File: src/rtl/security_input_pkg.sv
// Shared constants for the security-system switch inputs: channel mode encoding
// and synchroniser depth.
package security_input_pkg;

  localparam logic MODE_TOGGLE    = 1'b0;
  localparam logic MODE_MOMENTARY = 1'b1;
  localparam int   SYNC_STAGES    = 2;

endpackage

File: src/rtl/debounce_channel.sv
// One switch channel: SYNC_STAGES-flop synchroniser feeding a debounce counter.
// o_Filt changes SYNC_STAGES+DEBOUNCE_CYCLES edges after a clean raw edge; no backpressure.
module debounce_channel
  import security_input_pkg::*;
#(
  parameter int DEBOUNCE_CYCLES = 250000
) (
  input  logic i_Clk,
  input  logic i_Reset_n,
  input  logic i_Switch,
  output logic o_Filt
);

  localparam int              CNT_W   = $clog2(DEBOUNCE_CYCLES);
  localparam logic [CNT_W-1:0] CNT_MAX = CNT_W'(DEBOUNCE_CYCLES - 1);

  logic [SYNC_STAGES-1:0] sync_q, sync_d;
  logic                   filt_q, filt_d;
  logic [CNT_W-1:0]       cnt_q, cnt_d;
  logic                   sync_out;

  assign sync_out = sync_q[SYNC_STAGES-1];

  always_comb begin
    sync_d = {sync_q[SYNC_STAGES-2:0], i_Switch};
    filt_d = filt_q;
    cnt_d  = cnt_q;
    // Any sample agreeing with the filtered level restarts the stability window.
    if (sync_out == filt_q) begin
      cnt_d = '0;
    end else if (cnt_q == CNT_MAX) begin
      filt_d = sync_out;
      cnt_d  = '0;
    end else begin
      cnt_d = cnt_q + 1'b1;
    end
  end

  always_ff @(posedge i_Clk or negedge i_Reset_n) begin
    if (!i_Reset_n) begin
      sync_q <= '0;
      filt_q <= 1'b0;
      cnt_q  <= '0;
    end else begin
      sync_q <= sync_d;
      filt_q <= filt_d;
      cnt_q  <= cnt_d;
    end
  end

  assign o_Filt = filt_q;

endmodule

File: src/rtl/multi_toggle_input.sv
// N-channel debounced arm/zone switch input, toggle or momentary per channel; raw edge to
// o_State/o_Event is DEBOUNCE_CYCLES+3 edges, no backpressure. LONG_PRESS_CLEAR_EN adds long-press clear.
module multi_toggle_input
  import security_input_pkg::*;
#(
  parameter int NUM_CH          = 4,
  parameter int DEBOUNCE_CYCLES = 250000,
  parameter int LONG_CYCLES     = 2500000
) (
  input  logic              i_Clk,
  input  logic              i_Reset_n,
  input  logic [NUM_CH-1:0] i_Switch,
  input  logic [NUM_CH-1:0] i_Mode,
  input  logic              i_Clear,
  output logic [NUM_CH-1:0] o_State,
  output logic [NUM_CH-1:0] o_Event
);

  if (NUM_CH < 1 || NUM_CH > 16 || DEBOUNCE_CYCLES < 2 || LONG_CYCLES <= DEBOUNCE_CYCLES) begin : g_param_check
    $error("multi_toggle_input: illegal parameter set");
  end

  logic [NUM_CH-1:0] filt;
  logic [NUM_CH-1:0] release_w;
  logic [NUM_CH-1:0] prev_q, prev_d;
  logic [NUM_CH-1:0] state_q, state_d;
  logic [NUM_CH-1:0] event_q, event_d;

  for (genvar g = 0; g < NUM_CH; g++) begin : g_ch
    debounce_channel #(
      .DEBOUNCE_CYCLES(DEBOUNCE_CYCLES)
    ) u_debounce (
      .i_Clk    (i_Clk),
      .i_Reset_n(i_Reset_n),
      .i_Switch (i_Switch[g]),
      .o_Filt   (filt[g])
    );
  end

  assign release_w = prev_q & ~filt;

`ifdef LONG_PRESS_CLEAR_EN
  localparam int               HOLD_W    = $clog2(LONG_CYCLES + 1);
  localparam logic [HOLD_W-1:0] HOLD_MAX  = HOLD_W'(LONG_CYCLES);
  localparam logic [HOLD_W-1:0] HOLD_FIRE = HOLD_W'(LONG_CYCLES - 1);

  logic [HOLD_W-1:0] hold_q [NUM_CH];
  logic [HOLD_W-1:0] hold_d [NUM_CH];
  logic [NUM_CH-1:0] suppress_q, suppress_d;
`endif

  always_comb begin
    prev_d  = filt;
    state_d = state_q;
`ifdef LONG_PRESS_CLEAR_EN
    suppress_d = suppress_q;
    for (int i = 0; i < NUM_CH; i++) hold_d[i] = '0;
`endif
    for (int i = 0; i < NUM_CH; i++) begin
      case (i_Mode[i])
        MODE_MOMENTARY: state_d[i] = filt[i];
        MODE_TOGGLE: begin
`ifdef LONG_PRESS_CLEAR_EN
          if (filt[i]) hold_d[i] = (hold_q[i] == HOLD_MAX) ? HOLD_MAX : hold_q[i] + 1'b1;
          // A release that ends a long press only re-arms the channel.
          if (release_w[i]) begin
            if (suppress_q[i]) suppress_d[i] = 1'b0;
            else               state_d[i]    = ~state_q[i];
          end
          if (filt[i] && hold_q[i] == HOLD_FIRE) begin
            state_d[i]    = 1'b0;
            suppress_d[i] = 1'b1;
          end
`else
          if (release_w[i]) state_d[i] = ~state_q[i];
`endif
        end
        default: state_d[i] = state_q[i];
      endcase
    end
    if (i_Clear) state_d = '0;
    event_d = state_d ^ state_q;
  end

  always_ff @(posedge i_Clk or negedge i_Reset_n) begin
    if (!i_Reset_n) begin
      prev_q  <= '0;
      state_q <= '0;
      event_q <= '0;
`ifdef LONG_PRESS_CLEAR_EN
      suppress_q <= '0;
      for (int i = 0; i < NUM_CH; i++) hold_q[i] <= '0;
`endif
    end else begin
      prev_q  <= prev_d;
      state_q <= state_d;
      event_q <= event_d;
`ifdef LONG_PRESS_CLEAR_EN
      suppress_q <= suppress_d;
      for (int i = 0; i < NUM_CH; i++) hold_q[i] <= hold_d[i];
`endif
    end
  end

  assign o_State = state_q;
  assign o_Event = event_q;

endmodule

File: config.mk
export PLATFORM = sky130hd
export DESIGN_NAME = multi_toggle_input
export DESIGN_NICKNAME = d
export VERILOG_FILES = /design/src/rtl/security_input_pkg.sv /design/src/rtl/debounce_channel.sv /design/src/rtl/multi_toggle_input.sv
export SDC_FILE = /design/constraint.sdc
export NUM_CORES = 1
export LEC_CHECK = 0
export ABC_AREA = 1
export BUFFER_PORTS_ARGS = -buffer_cell sky130_fd_sc_hd__clkbuf_2
export CAP_MARGIN = 30
export CORE_ASPECT_RATIO = 0.6
export CORE_MARGIN = 2
export CORE_UTILIZATION = 37
export DETAILED_ROUTE_END_ITERATION = 6
export PLACE_DENSITY = 0.59
export SYNTH_ARGS = -nofsm -noshare
export SYNTH_HDL_FRONTEND = slang
export SYNTH_SLANG_ARGS = --single-unit
File: constraint.sdc
create_clock -name i_Clk -period 1.6 [get_ports i_Clk]
set_input_delay 0.08 -clock i_Clk [delete_from_list [all_inputs] [get_ports i_Clk]]
set_output_delay 0.08 -clock i_Clk [all_outputs]
set_load 0.01 [all_outputs]
==> results of run 1 <==
==> per-layer routing <==
| metal | wire length (um) | vias to the layer above | part of all wire | track usage |
|---|---|---|---|---|
| li1 | - | 1935 | - | - |
| met1 | 5548 | 1799 | 0.55 | 0.2344 |
| met2 | 3976 | 80 | 0.39 | 0.2125 |
| met3 | 485 | 10 | 0.048 | 0.03197 |
| met4 | 100 | 0 | 0.0099 | 0.04050 |
| met5 | 0 | - | 0 | 0 |
==> placed cells by master (no fill, tap or decap), types with 3 or more instances in the layout <==
| master | netlist | routed |
|---|---|---|
| xor2_2 | 4 | 4 |
| nand3_1 | 51 | 50 |
| dlygate4sd3_1 | 0 | 5 |
| clkbuf_16 | 0 | 9 |
| clkbuf_2 | 0 | 17 |
| nor2_2 | 9 | 10 |
| inv_1 | 54 | 54 |
| nand2_1 | 91 | 88 |
| nor2_4 | 8 | 8 |
| nor2_1 | 152 | 151 |
| nor3b_1 | 5 | 5 |
| a21oi_1 | 15 | 15 |
| inv_2 | 3 | 3 |
| xnor2_1 | 9 | 9 |
| dfrtp_1 | 96 | 96 |
| xor2_1 | 26 | 26 |
| o21ai_0 | 9 | 9 |
| nand4_1 | 6 | 6 |
| nand2_2 | 15 | 17 |
| nor3_1 | 12 | 12 |
| nand3_2 | 5 | 6 |
| ha_1 | 4 | 4 |
==> how the worst min path moves through the flow <==
stage | endpoint | slack (ps) | cells after the start
after detailed placement | g_ch[3].u_debounce.cnt_q[11] | 180 | 2
final | o_State[0] | 80 | 4
after CTS | o_State[0] | 70 | 4
after floorplan | g_ch[0].u_debounce.cnt_q[0] | -220 | 0
after global placement | g_ch[3].u_debounce.cnt_q[13] | 180 | 2
after global routing | o_State[0] | 100 | 4
==> cell families (layout without fill, tap and decap cells) <==
logic type / after synthesis / after routing / share of synthesized area
AND/OR/NAND/NOR: 363 / 363 / 0.3413
flip-flops: 96 / 96 / 0.4916
buffers and inverters: 59 / 98 / 0.04583
XOR/XNOR: 39 / 39 / 0.07604
AO/OA/AOI/OAI: 31 / 31 / 0.03507
adder cells (fa/ha/maj): 4 / 4 / 0.01024
==> sequential cells by signal, indices dropped and copies added (netlist names) <==
name,flops
g_ch.u_debounce.cnt_q,72
g_ch.u_debounce.sync_q,8
g_ch.u_debounce.o_Filt,4
o_Event,4
o_State,4
prev_q,4
==> timing repair <==
item,CTS,global route
hold buffers,5,0
setup buffers,0,0
endpoints found under the hold margin,100,0
setup endpoints to repair,0,19
resized for setup,0,6
==> layout make-up <==
cell class	instances	area [um^2]	area share
clock buffer	11	242.7	0.04351
clock inverter	5	56.30	0.01009
inverter	57	214.0	0.03835
multi-input combinational	437	2281	0.4088
sequential	96	2402	0.4306
tap	170	212.7	0.03813
timing repair buffer	25	170.2	0.03050
==> worst register-to-register path, cell delays in order (launching register included) <==
cell and delay (ps):
dfrtp_1 390, ha_1 230, nand3_2 120, inv_1 130, nand2_2 80, nor2_2 150, nand2_1 90, nor2_1 90
nor2_1 50
==> stage by stage <==
stage	std cells	worst slack (ps)	hold slack, ps	total power, mW
3_3_place_gp	780	118.8	175.7	2.796
2_1_floorplan	592	325.7	-215.6	2.676
3_5_place_dp	780	85.98	181.2	2.805
5_1_grt	801	16.13	95.90	5.132
6_report	801	151.9	78.41	4.931
4_1_cts	801	53.67	72.05	4.991
==> power by group through the flow <==
stage                     Sequential, mW  Combinational [mW]  Clock (mW)
after detailed placement            2.57               0.240           0
after CTS                           2.52               0.250        2.22
after floorplan                     2.57               0.106           0
after global routing                2.52               0.280        2.33
after global placement              2.56               0.234           0
final                               2.52               0.244        2.17
==> flow_metrics.py, run 1 <==
metrics = {
    "floorplan": {
        "die_h_um": 93.03,
        "die_w_um": 152.4,
        "dieArea_mm2": 0.01417,
        "io_pins": 19,
        "start_util": 0.3803,
        "core_area_mm2": 0.01285,
        "rows": 32,
    },
    "timing": {
        "fin_skew_ps": 8.817,
        "finalHoldViolCount": 0,
        "fmax_mhz": 690.6,
        "rsz0062_at_grt": "false",
        "setup_violations": 0,
        "maxSlewHeadroom": 0.6482,
        "fin_tns_setup_ps": 0,
        "tightestPinTransition_ps": 527.6,
        "fin_crit_sh": 0.9051,
        "drv_slew": 0,
        "period_needed_ps": 1448,
    },
    "routing": {
        "drcViolationCount": 0,
        "viasPerCell": 4.774,
        "via_count": 3824,
        "wl_per_cell_um": 12.62,
        "ant_nets": 0,
        "drt_iter0_markers": 303,
        "finalWirelength_mm": 10.11,
        "drt_pass1_iterations": 5,
    },
    "logic_synthesis": {
        "synth-async-reset-ratio": 1.000,
        "synth_edf_count": 0,
        "synth_commonest_cells": "nor2_1 (152), dfrtp_1 (96), nand2_1 (91), inv_1 (54), nand3_1 (51)",
        "ys_seq_area_frac": 0.4916,
        "synth.most_common_cell": "nor2_1",
        "synth_cells": 592,
        "yosys_warnings": 0,
        "syn_area_mm2": 0.004887,
        "synth_area_leader_cell": "dfrtp_1",
        "synth_cell_type_count": 29,
        "syn_area_per_cell_um2": 8.255,
        "ys_top_cells_by_area": "dfrtp_1 (49%), nor2_1 (12%), nand2_1 (7.0%)",
        "synth_flop_cell": "dfrtp_1",
        "synth_seq_cells": 96,
        "postSynthNetCount": 607,
        "synth.top_cell.area_share": 0.4916,
    },
    "pwr": {
        "seqPwrFrac": 0.511,
        "sw_frac_of_total": 0.2253,
        "p_switching_mw": 1.111,
        "p_per_area_mw_per_mm2": 883.8,
        "p_int_mw": 3.820,
        "power_frac_comb": 0.049,
        "clkPwrFrac": 0.440,
        "p_leak_nw": 2.344,
        "peakVddDrop_mv": 0.5195,
    },
    "setup_path": {
        "slowest_delay_ps": 390,
        "crit_cells": 8,
        "worst-path-buf-inv": 1,
        "endpoint_kind": "register",
        "start_kind": "register",
        "crit_path_start": "g_ch[1].u_debounce.cnt_q[0]",
        "crit_required_ps": 1830,
        "cp_slowest_cell": "dfrtp_1",
        "reg2reg_from": "g_ch[1].u_debounce.cnt_q[0]",
        "crit_arrival_ps": 1670,
        "rrSetupSlack_ps": 150,
        "reg2reg_depth": 8,
        "path_delay_family": "simple AND/OR/NAND/NOR gates",
        "crit_end": "g_ch[1].u_debounce.cnt_q[14]",
        "crit_chain": "ha_1 -> nand3_2 -> inv_1 -> nand2_2 -> nor2_2 -> nand2_1 -> nor2_1 -> nor2_1",
        "cp_max_fo": 4,
        "crit_top_cell": "nor2_1",
        "rr_endpoint": "g_ch[1].u_debounce.cnt_q[14]",
        "critPathKind": "register to register",
    },
    "worst_hold_path": {
        "min_from": "i_Mode[0]",
        "hp-class": "input port to register",
    },
    "cells_and_area": {
        "utilization": 0.4341,
        "area_delta_synth_final_pct": 14.16,
        "drive_above_1_share": 0.1426,
        "final_net_count": 641,
        "fin_area_mm2": 0.005579,
        "antenna-diode-count": 0,
        "fill_cells": 1252,
    },
    "grt": {
        "grt_overflow": 0,
        "grt_pass1_vias": 3645,
        "grt_max_degree": 97,
        "grt_antenna_before_repair": 0,
        "grt_use_total": 0.1515,
        "grt_pass1_wl_mm": 17.54,
    },
    "clock_network": {
        "insertion_delay_ps": 340,
        "htree_levels": 3,
        "cts_root_buffer": "clkbuf_16",
        "cts_buffers": 9,
        "cts_tree": "done",
        "clockBufferDepth": 2,
        "cts.clk_slew.worst_paths_ps": 70,
        "cts.sinks": 96,
    },
    "place": {
        "postPlaceCellArea_mm2": 0.005210,
        "numPortBuffers": 18,
        "hpwl_mm": 7.300,
        "place.gp.congestion": 0.8693,
    },
    "status": {
        "outcome": "completed",
    },
    "job": {
        "maxCapViolCount": 0,
    },
}
No activity file was read; power rests on OpenSTA's default activity.
==> inputs of run 2 (changes only) <==
Settings changed: CORE_ASPECT_RATIO 0.6 to 0.5.
==> run 2 against run 1 <==
- worst setup slack improved by 3.6 ps
- first-iteration DRC count decreased by 49%
- sequential share of layout area decreased by 0.24 points
- register-to-register slack about the same
- fmax increased by 0.25%
- sequential power about the same
- critical path depth decreased by 1
==> flow_metrics.py, run 2 (synthesis gave the netlist of run 1 again) <==
metrics = {
    "grt": {
        "grt_antenna_before_repair": 0,
        "grt_pass1_vias": 3745,
        "grt_max_degree": 44,
        "grt_pass1_wl_mm": 17.15,
        "grt_use_total": 0.1480,
        "grt_overflow": 0,
    },
    "setup_path": {
        "critPathKind": "register to register",
        "reg2reg_from": "g_ch[2].u_debounce.cnt_q[0]",
        "cp_max_fo": 4,
        "rr_endpoint": "g_ch[2].u_debounce.cnt_q[14]",
        "cp_slowest_cell": "dfrtp_1",
        "crit_arrival_ps": 1680,
        "worst-path-buf-inv": 0,
        "path_delay_family": "simple AND/OR/NAND/NOR gates",
        "reg2reg_depth": 7,
        "rrSetupSlack_ps": 160,
        "crit_required_ps": 1830,
        "crit_chain": "ha_1 -> nand2_1 -> nor2_1 -> nand2_1 -> nor2_4 -> nor3b_2 -> nor2_1",
        "slowest_delay_ps": 360,
        "endpoint_kind": "register",
        "start_kind": "register",
    },
    "clock_network": {
        "cts_tree": "done",
        "cts_buffers": 9,
        "htree_levels": 3,
        "clockBufferDepth": 2,
        "insertion_delay_ps": 340,
        "cts_root_buffer": "clkbuf_16",
        "cts.sinks": 96,
        "cts.clk_slew.worst_paths_ps": 70,
    },
    "floorplan": {
        "dieArea_mm2": 0.01420,
        "io_pins": 19,
        "die_w_um": 166.5,
        "start_util": 0.3826,
        "core_area_mm2": 0.01277,
        "rows": 29,
        "die_h_um": 85.27,
    },
    "timing": {
        "fin_crit_sh": 0.9028,
        "fmax_mhz": 692.3,
        "fin_tns_setup_ps": 0,
        "maxSlewHeadroom": 0.7673,
        "rsz0062_at_grt": "false",
        "setup_violations": 0,
        "period_needed_ps": 1445,
        "finalHoldViolCount": 0,
        "tightestPinTransition_ps": 349.1,
        "drv_slew": 0,
        "fin_skew_ps": 9.630,
    },
    "cells_and_area": {
        "drive_above_1_share": 0.1456,
        "fill_cells": 1289,
        "mostFrequentLayoutCell": "nor2_1",
        "largest_reg_flops": 72,
        "seq_area_mm2": 0.002402,
        "top_register": "g_ch.u_debounce.cnt_q",
        "final_net_count": 643,
        "antenna-diode-count": 0,
        "mostFrequentLayoutCells": "nor2_1 (151), dfrtp_1 (96), nand2_1 (88), inv_1 (53), nand3_1 (50)",
        "area_delta_synth_final_pct": 14.80,
        "multi_input_area_mm2": 0.002276,
        "top_regs": "g_ch.u_debounce.cnt_q x72, g_ch.u_debounce.sync_q x8",
    },
    "place": {
        "place.gp.congestion": 0.8323,
        "numPortBuffers": 18,
        "hpwl_mm": 6.911,
    },
    "worst_hold_path": {
        "holdPathEnd": "o_State[3]",
        "min_from": "i_Clear",
        "hp-class": "input port to register",
        "worstHoldPathCells": 4,
    },
    "pwr": {
        "power_mw": 5.088,
        "peakVddDrop_mv": 0.4681,
        "p_leak_nw": 2.361,
        "p_per_area_mw_per_mm2": 906.8,
    },
    "routing": {
        "finalWirelength_mm": 9.374,
        "drt_pass1_iterations": 4,
        "drcViolationCount": 0,
        "wl_per_cell_um": 11.69,
        "drt_iter0_markers": 156,
        "viasPerCell": 4.682,
        "via_count": 3755,
        "ant_nets": 0,
    },
    "job": {
        "maxCapViolCount": 0,
    },
    "status": {
        "outcome": "completed",
    },
}
run 2: cell count changes in the layout (fill, tap and decap cells not counted), sizes merged:
cell and change:
clkinvlp -1, clkinv -2, inv +1, buf +2, bufinv +1
run 2: worst reg2reg max path: stages, from the launching register on:
cell and delay, ps:
dfrtp_1 360, ha_1 190, nand2_1 100, nor2_1 170, nand2_1 140, nor2_4 140, nor3b_2 170, nor2_1 60
run 2: worst max-delay path by stage:
stage          cells past startpoint                      endpoint  slack, ps                   startpoint
2_1_floorplan                      7  g_ch[2].u_debounce.cnt_q[14]        330  g_ch[2].u_debounce.cnt_q[0]
3_3_place_gp                       6  g_ch[3].u_debounce.cnt_q[12]        100  g_ch[3].u_debounce.cnt_q[0]
3_5_place_dp                       6  g_ch[2].u_debounce.cnt_q[12]        100  g_ch[2].u_debounce.cnt_q[0]
4_1_cts                            6   g_ch[3].u_debounce.cnt_q[1]         80  g_ch[3].u_debounce.cnt_q[0]
5_1_grt                            9  g_ch[1].u_debounce.cnt_q[10]         20  g_ch[1].u_debounce.cnt_q[0]
6_report                           7  g_ch[2].u_debounce.cnt_q[14]        160  g_ch[2].u_debounce.cnt_q[0]
run 2: area by class of cell:
cell class / instances / area share
clock inverters: 4 / 0.01383
inverters: 57 / 0.03814
clock buffers: 11 / 0.04326
flip-flops and latches: 96 / 0.4282
repair buffers: 27 / 0.03301
multi-input cells: 437 / 0.4057
well taps: 170 / 0.03791
run 2: per-layer routing:
metal | wire length, um | track usage | up-vias
li1 | - | - | 1940
met1 | 4636 | 0.1976 | 1767
met2 | 4397 | 0.2446 | 39
met3 | 247 | 0.03358 | 9
met4 | 93 | 0.04232 | 0
met5 | 0 | 0 | -
run 2: per-stage QoR:
| stage | instances | hold slack (ps) | area, um^2 | worst slack (ps) | util |
|---|---|---|---|---|---|
| 5_1_grt | 802 | 119.1 | 5610 | 15.21 | 0.4393 |
| 3_3_place_gp | 782 | 20.93 | 5225 | 103.3 | 0.4091 |
| 6_report | 802 | 97.10 | 5610 | 155.5 | 0.4393 |
| 3_5_place_dp | 782 | 20.54 | 5225 | 98.72 | 0.4091 |
| 4_1_cts | 802 | 88.51 | 5595 | 77.24 | 0.4381 |
| 2_1_floorplan | 592 | -215.6 | 4887 | 325.7 | - |
run 2: repair_timing:
item	CTS	global route
endpoints found under the hold margin	26	0
setup buffers	0	0
resized for setup	0	6
endpoints found under the setup margin	0	22
hold buffers	5	0
run 2: where the power goes:
part	internal [mW]	switching (mW)	leakage (nW)	total, mW
clock	1.41	0.913	0.156	2.33
combinational	0.0887	0.155	0.903	0.244
sequential	2.48	0.0365	1.30	2.52
==> inputs of run 3 (changes only) <==
Settings changed: CELL_PAD_IN_SITES_DETAIL_PLACEMENT set to 1, CELL_PAD_IN_SITES_GLOBAL_PLACEMENT set to 1, PLACE_DENSITY 0.59 to 0.72, SLEW_MARGIN set to 40.
==> run 3 against run 2 <==
- clock power shrank 3%
- fmax grew 0.23%
- highest routed layer unchanged
- die area is the same
- flip-flop and latch count is the same
- clock skew shrank 3.0 ps
- power shrank 1.2%
- critical path depth grew 1
==> flow_metrics.py, run 3 (synthesis gave the netlist of run 1 again) <==
metrics = {
    "routing": {
        "via_count": 3852,
        "viasPerCell": 4.803,
        "wl_per_cell_um": 13.86,
        "finalWirelength_mm": 11.12,
        "drt_pass1_iterations": 4,
        "drcViolationCount": 0,
        "drt_iter0_markers": 152,
        "ant_nets": 0,
    },
    "clock_network": {
        "cts.sinks": 96,
        "htree_levels": 3,
        "insertion_delay_ps": 350,
        "clockBufferDepth": 2,
        "cts.clk_slew.worst_paths_ps": 70,
        "cts_root_buffer": "clkbuf_16",
        "cts_buffers": 9,
        "cts_tree": "done",
    },
    "setup_path": {
        "endpoint_kind": "register",
        "crit_cells": 8,
        "worst-path-buf-inv": 1,
        "cp_max_fo": 4,
        "start_kind": "register",
        "reg2reg_from": "g_ch[1].u_debounce.cnt_q[1]",
        "crit_chain": "ha_2 -> nand3_2 -> inv_1 -> nand2_2 -> nor2_2 -> nand2_1 -> nor2_1 -> nor2_1",
        "reg2reg_depth": 8,
        "rrSetupSlack_ps": 160,
        "crit_arrival_ps": 1680,
        "crit_end": "g_ch[1].u_debounce.cnt_q[14]",
        "crit_required_ps": 1840,
        "cp_slowest_cell": "dfrtp_1",
        "crit_path_start": "g_ch[1].u_debounce.cnt_q[1]",
        "rr_endpoint": "g_ch[1].u_debounce.cnt_q[14]",
        "slowest_delay_ps": 370,
        "critPathKind": "register to register",
        "crit_top_cell": "nor2_1",
        "path_delay_family": "simple AND/OR/NAND/NOR gates",
    },
    "worst_hold_path": {
        "hp-class": "input port to register",
        "worstHoldPathCells": 4,
    },
    "cells_and_area": {
        "seq_area_mm2": 0.002402,
        "final_net_count": 642,
        "largest_reg_flops": 72,
        "mostFrequentLayoutCell": "nor2_1",
        "fin_area_mm2": 0.005610,
        "fill_cells": 1567,
        "mostFrequentLayoutCells": "nor2_1 (150), dfrtp_1 (96), nand2_1 (87), inv_1 (54), nand3_1 (50)",
        "fin_cells": 802,
        "multi_input_area_mm2": 0.002296,
        "area_delta_synth_final_pct": 14.80,
        "drive_above_1_share": 0.1503,
        "top_regs": "g_ch.u_debounce.cnt_q x72, g_ch.u_debounce.sync_q x8",
        "top_register": "g_ch.u_debounce.cnt_q",
        "antenna-diode-count": 0,
    },
    "timing": {
        "fmax_mhz": 693.9,
        "setup_violations": 0,
        "fin_tns_setup_ps": 0,
        "period_needed_ps": 1441,
        "maxSlewHeadroom": 0.6341,
        "rsz0062_at_grt": "false",
        "finalHoldViolCount": 0,
        "drv_slew": 0,
        "fin_skew_ps": 6.655,
        "tightestPinTransition_ps": 548.9,
        "fin_crit_sh": 0.9008,
    },
    "grt": {
        "grt_overflow": 0,
        "grt_use_total": 0.1717,
        "grt_antenna_before_repair": 0,
        "grt_pass1_wl_mm": 19.67,
        "grt_max_degree": 97,
        "grt_pass1_vias": 4196,
    },
    "floorplan": {
        "dieArea_mm2": 0.01420,
        "io_pins": 19,
        "die_h_um": 85.27,
        "rows": 29,
        "core_area_mm2": 0.01277,
        "die_w_um": 166.5,
        "start_util": 0.3826,
    },
    "place": {
        "place.gp.congestion": 0.8310,
        "dpl.cell_count": 780,
        "postPlaceCellArea_mm2": 0.005210,
        "numPortBuffers": 18,
        "hpwl_mm": 8.035,
    },
    "pwr": {
        "peakVddDrop_mv": 0.4610,
        "p_leak_nw": 2.350,
        "p_per_area_mw_per_mm2": 895.6,
    },
    "job": {
        "maxCapViolCount": 0,
    },
    "status": {
        "outcome": "completed",
    },
}
## run 3: worst min-delay path, stage by stage
cell and delay (ps):
clkbuf_2 90, o21ai_0 80, nand3_1 110, inv_1 50
## run 3: how the worst min path moves through the flow
| stage | slack [ps] | startpoint | end |
|---|---|---|---|
| 6_report | 90 | i_Mode[0] | o_State[0] |
| 5_1_grt | 120 | i_Clear | o_State[1] |
| 4_1_cts | 90 | i_Clear | o_State[2] |
| 3_5_place_dp | 190 | i_Reset_n | g_ch[0].u_debounce.cnt_q[10] |
| 3_3_place_gp | 190 | i_Reset_n | g_ch[1].u_debounce.cnt_q[0] |
| 2_1_floorplan | -220 | i_Reset_n | g_ch[0].u_debounce.cnt_q[0] |
## run 3: area by class of cell
class                      instances  share of cell area
timing repair buffer              26             0.03167
multi-input combinational        437              0.4092
clock inverter                     4            0.009144
clock buffer                      12             0.04572
inverter                          57             0.03814
sequential                        96              0.4282
tap                              170             0.03791
## run 3: layer usage
metal | vias to the layer above | wire (um) | global-route usage
met5 | - | 0 | 0
met4 | 0 | 100 | 0.04467
met3 | 7 | 196 | 0.03638
met2 | 21 | 5601 | 0.3095
met1 | 1888 | 5218 | 0.2121
li1 | 1936 | - | -
## run 3: through the flow
| step | power [mW] | hold WS [ps] | utilization | setup slack, ps |
|---|---|---|---|---|
| 2_1_floorplan | 2.676 | -215.6 | - | 325.7 |
| 3_3_place_gp | 2.799 | 186.4 | 0.4079 | 96.78 |
| 3_5_place_dp | 2.811 | 190.2 | 0.4079 | 82.82 |
| 4_1_cts | 5.089 | 89.82 | 0.4359 | 33.27 |
| 5_1_grt | 5.230 | 124.5 | 0.4393 | 13.00 |
| 6_report | 5.024 | 90.04 | 0.4393 | 158.8 |
## run 3: report_power, final
part / internal, mW / switching [mW] / leakage (nW) / total (mW)
clock: 1.30 / 0.950 / 0.149 / 2.25
sequential: 2.48 / 0.0383 / 1.30 / 2.52
combinational: 0.0902 / 0.163 / 0.899 / 0.254
total: 3.87 / 1.15 / 2.35 / 5.02
## run 3: repair_timing
action | in CTS | in global routing
gates resized for setup | 0 | 11
hold buffers | 5 | 0
setup buffers | 0 | 1
endpoints found under the hold margin | 100 | 0
endpoints found under the setup margin | 0 | 24
